[config.mk]
export PLATFORM = sky130hd
export DESIGN_NAME = led_blink_ctrl
export DESIGN_NICKNAME = d
export VERILOG_FILES = /design/src/rtl/led_blink_ctrl.sv
export SDC_FILE = /design/constraint.sdc
export NUM_CORES = 1
export LEC_CHECK = 0
export ABC_AREA = 1
export BUFFER_PORTS_ARGS = -buffer_cell sky130_fd_sc_hd__buf_2
export CORE_MARGIN = 3
export CORE_UTILIZATION = 46
export CTS_CLUSTER_SIZE = 28
export DETAILED_ROUTE_END_ITERATION = 10
export HOLD_SLACK_MARGIN = 0.05
export SLEW_MARGIN = 20
export SYNTH_ARGS = -nofsm -noshare
export SYNTH_HDL_FRONTEND = slang
export SYNTH_SLANG_ARGS = --single-unit
export TNS_END_PERCENT = 5
[constraint.sdc]
create_clock -name clk -period 3.4 [get_ports clk]
set_clock_uncertainty 0.2 [all_clocks]
set_input_delay 0.34 -clock clk [delete_from_list [all_inputs] [get_ports clk]]
set_output_delay 0.34 -clock clk [all_outputs]
set_load 0.02 [all_outputs]
[src/rtl/led_blink_ctrl.sv]
`default_nettype none
// ============================================================================
// Module   : led_blink_ctrl
// Purpose  : Slow tick generator, DIP-switch sync/debounce, LED blink/pattern.
//            Define LED_DEBOUNCE_EN to build the per-switch debounce counters.
// Revision : 1.0
// ============================================================================
module led_blink_ctrl #(
    parameter int unsigned TICK_CYCLES = 5_000_000,
    parameter int unsigned DB_CYCLES   = 240_000
) (
    input  logic       clk,
    input  logic       reset,
    input  logic [3:0] s,
    output logic [2:0] led,
    output logic       tick
);

    localparam logic [31:0] TC_MAX = 32'(TICK_CYCLES - 1);

    logic [3:0]  s_meta;
    logic [3:0]  s_sync;
    logic [3:0]  s_db;
    logic [31:0] tc;
    logic [31:0] tc_next;
    logic        tc_wrap;
    logic [1:0]  tcnt;
    logic [1:0]  pstep;
    logic [1:0]  bmode;
    logic [1:0]  pmode;
    logic [1:0]  pmode_prev;
    logic [2:0]  led_d;

    always_ff @(posedge clk) begin
        if (reset) begin
            s_meta <= 4'hF;
            s_sync <= 4'hF;
        end else begin
            s_meta <= s;
            s_sync <= s_meta;
        end
    end

`ifdef LED_DEBOUNCE_EN
    localparam logic [19:0] DB_MAX = 20'(DB_CYCLES - 1);

    for (genvar i = 0; i < 4; i++) begin : g_db
        logic [19:0] cnt;
        logic        db_bit;

        // Counter only runs while the synchronized bit disagrees with the accepted one.
        always_ff @(posedge clk) begin
            if (reset) begin
                cnt    <= '0;
                db_bit <= 1'b1;
            end else if (s_sync[i] == db_bit) begin
                cnt <= '0;
            end else if (cnt == DB_MAX) begin
                cnt    <= '0;
                db_bit <= s_sync[i];
            end else begin
                cnt <= cnt + 20'd1;
            end
        end

        assign s_db[i] = db_bit;
    end
`else
    logic unused_db_cfg;
    assign unused_db_cfg = ^DB_CYCLES;
    assign s_db          = s_sync;
`endif

    assign bmode   = ~s_db[1:0];
    assign pmode   = ~s_db[3:2];
    assign tc_wrap = (tc == TC_MAX);
    assign tc_next = tc_wrap ? 32'd0 : tc + 32'd1;

    always_comb begin
        led_d = 3'b000;
        case (bmode)
            2'b00:   led_d[2] = 1'b0;
            2'b01:   led_d[2] = 1'b1;
            2'b10:   led_d[2] = tcnt[1];
            default: led_d[2] = tcnt[0];
        endcase
        case (pmode)
            2'b00:   led_d[1:0] = 2'b00;
            2'b01:   led_d[1:0] = pstep[0] ? 2'b10 : 2'b01;
            2'b10:   led_d[1:0] = pstep;
            default: led_d[1:0] = (pstep == 2'd3) ? 2'b00 : 2'b11;
        endcase
    end

    // tick is registered from tc_next so it is high exactly while tc == TC_MAX.
    always_ff @(posedge clk) begin
        if (reset) begin
            tc         <= '0;
            tick       <= 1'b0;
            tcnt       <= '0;
            pstep      <= '0;
            pmode_prev <= '0;
            led        <= '0;
        end else begin
            tc         <= tc_next;
            tick       <= (tc_next == TC_MAX);
            pmode_prev <= pmode;
            led        <= led_d;
            if (tc_wrap) begin
                tcnt <= tcnt + 2'd1;
            end
            if (pmode != pmode_prev) begin
                pstep <= '0;
            end else if (tc_wrap) begin
                pstep <= pstep + 2'd1;
            end
        end
    end

endmodule
`default_nettype wire

**Word-level counts from Yosys, hierarchy flattened**

Cells that the tools add are included.

- Add/sub/neg operators: 3
- Equality and inequality tests: 8
- Muxes and demuxes: 5
- Bitwise logic cells: 2
- Reductions and logical operators: 3

Operators by type and width:

| kind | count |
|---|---|
| equality test 32 x 23 -> 1 bit (second input constant) | 2 |
| adder 32 x 1 -> 32 bit (second input constant) | 1 |
| 2-to-1 mux 32 bit | 1 |
| equality test 2 bit (second input constant) | 3 |
| one-hot mux 2 bit (3 select lines) | 1 |
| adder 2 x 1 -> 2 bit (second input constant) | 2 |
| equality test 2 x 1 -> 1 bit (second input constant) | 2 |
| zero test 2 bit | 2 |
| 2-to-1 mux 2 bit | 2 |
| NOT 2 bit | 2 |
| one-hot mux 1 bit (3 select lines) | 1 |
| != test 2 bit | 1 |
| OR reduction 2 bit | 1 |

- Bits in registers: 50
- Bits of input ports: 6
- Output and inout port bits: 4
- Word-level logic and storage cells: 29

**Depth between registers and ports, before layout**

- Word-level depth: 3
- Gate-level depth with buffers: 13
- Depth with buffers taken out: 13

**Worst setup path after synthesis**

Ideal clock, no wire load.

- Kind: reg2reg
- From: reg tc[1]
- To: reg tick
- Library setup time: 0.110 ns
- Data arrival time: 1.469 ns
- Data required time: 3.090 ns
- Slack: 1.620 ns
- Stages on the path, launching flop included: 14
- Path buffers: 1
- Clock period less this slack: 1.780 ns
- Cell sequence: dfxtp_1 > ha_1 > nand2_2 > nor2_4 > nand2_2 > nor2_1 > nand3_1 > buf_6 > nand2_1 > nor2_1 > nand2_1 > nor2_1 > nand3_1 > nor2_1

- Longest elaborated chain between the ends: 3
- Elaborated cells on any way between the ends: 4
- Those cells by class: 1 x add/sub; 2 x eq/ne; 1 x mux

RTL lines:

| what | RTL line | text |
|---|---|---|
| start, declared | 24 | `logic [31:0] tc;` |
| start signal, assigned | 105 | `tc <= tc_next;` |
| adder 32 x 1 -> 32 bit / equality test 32 x 23 -> 1 bit (equally long branches) | 77, 76 |  |
| 2-to-1 mux 32 bit (*) | 77 | `assign tc_next = tc_wrap ? 32'd0 : tc + 32'd1;` |
| equality test 32 x 23 -> 1 bit (*) | 106 | `tick <= (tc_next == TC_MAX);` |
| end signal, assigned | 106 |  |
| end, declared | 16 | `output logic tick` |

Every way passes the cells marked *; elsewhere a longest branch is shown, timed or not.
A chain may end at the register's enable or synchronous reset.

**Final worst setup path**

Same ends and word-level chain as after synthesis.

==> impl_metrics.py <==
metrics = {
    "status": {
        "status": "completed",
    },
    "grt": {
        "number_of_global_route_vias_before_repair": 2262,
        "grt_first_pass_wirelength_um": 10540,
        "antenna_found_initial": 0,
        "gr-total-overflow": 0,
        "overall_fraction_of_global_route_tracks_in_use_pct": 20.15,
        "maximum_number_of_pins_on_one_net_before_global_route_repair": 38,
    },
    "timing": {
        "final-max-slew-violation-count": 0,
        "unrepaired_setup_endpoints_after_global_routing": "no",
        "fin_crit_ns": 2.128,
        "max-slew-margin-rel_pct": 56.69,
        "final-hold-violation-count": 0,
        "setup_viols_final": 0,
        "setup_tns_ns": 0,
        "max_clk_rate_ghz": 0.4700,
        "fin_crit_sh_pct": 62.58,
        "worst-slew-pin-transition_ns": 0.6496,
    },
    "clocking": {
        "number_of_hold_buffers_added_after_cts": 4,
        "numClockSinks": 50,
        "cts.root.buffer_cell": "sky130_fd_sc_hd__clkbuf_8",
        "clock_path_buffers": 2,
        "clk_pin_slew_ns": 0.11,
        "cts-htree-levels": 2,
        "cts-resized-gates": 0,
        "worstSkewPairLatency_ns": 0.31,
        "tritoncts_clock_tree": "done",
        "cts_setup_buffers": 0,
        "cts_buffers": 5,
    },
    "synthesis": {
        "synth.yosys.seq_area_share_pct": 37.04,
        "yosys.area_share.simple_pct": 47.69,
        "syn-mean-instance-area_um2": 6.576,
        "postSynthNetCount": 419,
        "synth_compound_gate_area_share_pct": 4.722,
        "synth-edff-count": 0,
        "dominantRegCellSynth": "sky130_fd_sc_hd__dfxtp_1",
        "synthArstFlopShare_pct": 0,
        "synth_cell_types": 31,
        "ys.warnings.count": 0,
        "synth_top_family_by_area": "simple AND/OR/NAND/NOR gates",
        "cell_area_after_synthesis_mm2": 0.002703,
        "synth-seq-cells": 50,
        "netlist_instances": 411,
        "synth.area.mux_share_pct": 0,
        "post_synth_xor_area_fraction_pct": 2.269,
        "yosys.area_share.adder_pct": 0.9259,
    },
    "final_layout": {
        "layout-drive-gt1-share_pct": 13.82,
        "area_growth_pct": 9.028,
        "diodes_inserted": 0,
        "fillers": 598,
        "layout_commonest_cell": "sky130_fd_sc_hd__nand2_1",
        "layout.cells.most_common_list": "110 x sky130_fd_sc_hd__nand2_1, 87 x sky130_fd_sc_hd__nor2_1, 50 x sky130_fd_sc_hd__dfxtp_1",
        "layout.nets": 434,
    },
    "pwr": {
        "switching_share_pct": 24.24,
        "cellLeakagePower_uw": 0.001229,
        "power_switching_uw": 243.3,
        "peakVddDrop_v": 0.0001832,
        "p_int_uw": 760.4,
        "pwr-share-comb_pct": 3.4,
        "power.share.sequential_pct": 59.8,
        "power_density_mw_per_mm2": 340.6,
        "power_frac_clock_pct": 36.8,
        "finalPower_uw": 1004,
    },
    "placement": {
        "gp_congestion": 0.8567,
        "placement.io_buffers": 9,
        "post-dp-hpwl_um": 4882,
    },
    "route": {
        "detail_route.iter0.violations": 163,
        "route.detailed.drc": 0,
        "detailroute.via_count": 2454,
        "drt_first_pass_iters": 5,
        "route.final.wire_length_um": 6145,
        "route.antenna.remaining_nets": 0,
        "post_drt_via_cell_ratio": 4.918,
        "post_drt_wl_per_cell_um": 12.31,
    },
    "floorplan": {
        "core-area_mm2": 0.005608,
        "fp-row-count": 27,
        "design.portCount": 10,
        "dieWidth_um": 82.65,
        "die_area_mm2": 0.006831,
        "starting_utilization_of_the_core_area_pct": 48.19,
        "die_y_um": 82.65,
    },
    "worst_setup_path": {
        "worstSetupStartpointType": "flip-flop",
        "worst_reg2reg_startpoint": "tc[1]",
        "setup.worst_path.start": "tc[1]",
        "worstPathArrival_ns": 2.13,
        "critPathRequiredTime_ns": 3.41,
        "endpoint_kind": "flip-flop",
        "criticalPathCategory": "reg -> reg",
        "critical_path.max_fanout": 11,
    },
    "run": {
        "drv_cap": 0,
    },
    "worst_hold_path": {
        "min_from": "s_meta[0]",
        "hold_class": "reg -> reg",
    },
}
[path summary, 6_finish.rpt]
path	end	slack [ns]	cells after the start
max	tick	1.27	12
min	s_db[0]	0.21	1
max reg2reg	tick	1.27	12
min reg2reg	s_db[0]	0.21	1
[stage by stage]
step	setup WS [ns]	instances	area [um^2]	hold slack [ns]	util (%)
floorplan	1.620	411	2703	0.1895	-
global route	1.017	499	2947	0.2317	52.54
CTS	1.250	499	2947	0.2144	52.54
finish	1.272	499	2947	0.2135	52.54
global placement	1.336	487	2811	0.1960	50.13
detailed placement	1.278	487	2811	0.1941	50.13
[synthesized netlist by cell type (2+ instances only)]
cell type / n / area share (%)
sky130_fd_sc_hd__a21oi_1: 3 / 0.56
sky130_fd_sc_hd__clkbuf_1: 4 / 0.56
sky130_fd_sc_hd__dfxtp_1: 50 / 37
sky130_fd_sc_hd__ha_1: 2 / 0.93
sky130_fd_sc_hd__inv_1: 45 / 6.2
sky130_fd_sc_hd__nand2_1: 110 / 15
sky130_fd_sc_hd__nand2_2: 11 / 2.5
sky130_fd_sc_hd__nand3_1: 26 / 4.8
sky130_fd_sc_hd__nand4_1: 7 / 1.6
sky130_fd_sc_hd__nor2_1: 87 / 12
sky130_fd_sc_hd__nor2_2: 10 / 2.3
sky130_fd_sc_hd__nor2_4: 7 / 2.9
sky130_fd_sc_hd__nor3_1: 10 / 1.9
sky130_fd_sc_hd__o21ai_0: 4 / 0.74
sky130_fd_sc_hd__o21bai_1: 7 / 1.9
sky130_fd_sc_hd__or2_2: 8 / 1.9
sky130_fd_sc_hd__xnor2_1: 2 / 0.65
sky130_fd_sc_hd__xor2_1: 5 / 1.6
[registers in the layout (all words and copies together), names as in the netlist]
name / cells
pstep: 2
pmode_prev: 2
tick: 1
s_db: 4
tcnt: 2
tc: 32
s_meta: 4
led: 3
[power groups by stage]
stage | Sequential, uW | Clock (uW) | Combinational (uW)
4_1_cts | 600 | 378 | 35.5
3_3_place_gp | 613 | 0 | 31.5
2_1_floorplan | 613 | 0 | 22.8
3_5_place_dp | 614 | 0 | 32.0
6_report | 600 | 369 | 34.6
5_1_grt | 602 | 405 | 40.2
[worst max-delay path, stage by stage (launching register included)]
cell and delay [ns]:
sky130_fd_sc_hd__dfxtp_1 0.38, sky130_fd_sc_hd__ha_1 0.24, sky130_fd_sc_hd__nand2_2 0.10, sky130_fd_sc_hd__nor2_4 0.16, sky130_fd_sc_hd__nand2_2 0.08, sky130_fd_sc_hd__nor2_1 0.11
sky130_fd_sc_hd__nand3_1 0.30, sky130_fd_sc_hd__inv_1 0.19, sky130_fd_sc_hd__nor2_2 0.06, sky130_fd_sc_hd__nand2_1 0.05, sky130_fd_sc_hd__nor2_1 0.04, sky130_fd_sc_hd__nand3_1 0.07
sky130_fd_sc_hd__nor2_1 0.04
[cells by family (layout without fill, tap and decap cells)]
kind of cell,Yosys count,after routing
buf+inv,51,67
xor+xnor,7,7
compound gates,19,19
simple gates,282,282
flops,50,50
fa+ha+maj,2,2
[cell type report]
| class | instances | area (um^2) | area share (%) |
|---|---|---|---|
| clock inverters | 3 | 26.28 | 0.8917 |
| multi-input cells | 310 | 1503 | 51.00 |
| inverters | 46 | 172.7 | 5.860 |
| well taps | 72 | 90.09 | 3.057 |
| clock buffers | 5 | 68.82 | 2.335 |
| flip-flops and latches | 50 | 1001 | 33.97 |
| repair buffers | 13 | 85.08 | 2.887 |
[metal layers]
layer | vias to the layer above | part of all wire (%) | GRT usage, %
li1 | 1315 | - | -
met1 | 1065 | 49 | 28.65
met2 | 59 | 44 | 30.45
met3 | 15 | 4.6 | 2.820
met4 | 0 | 2.7 | 8.170
met5 | - | 0 | 0
Power figures use the tool's default switching activity.
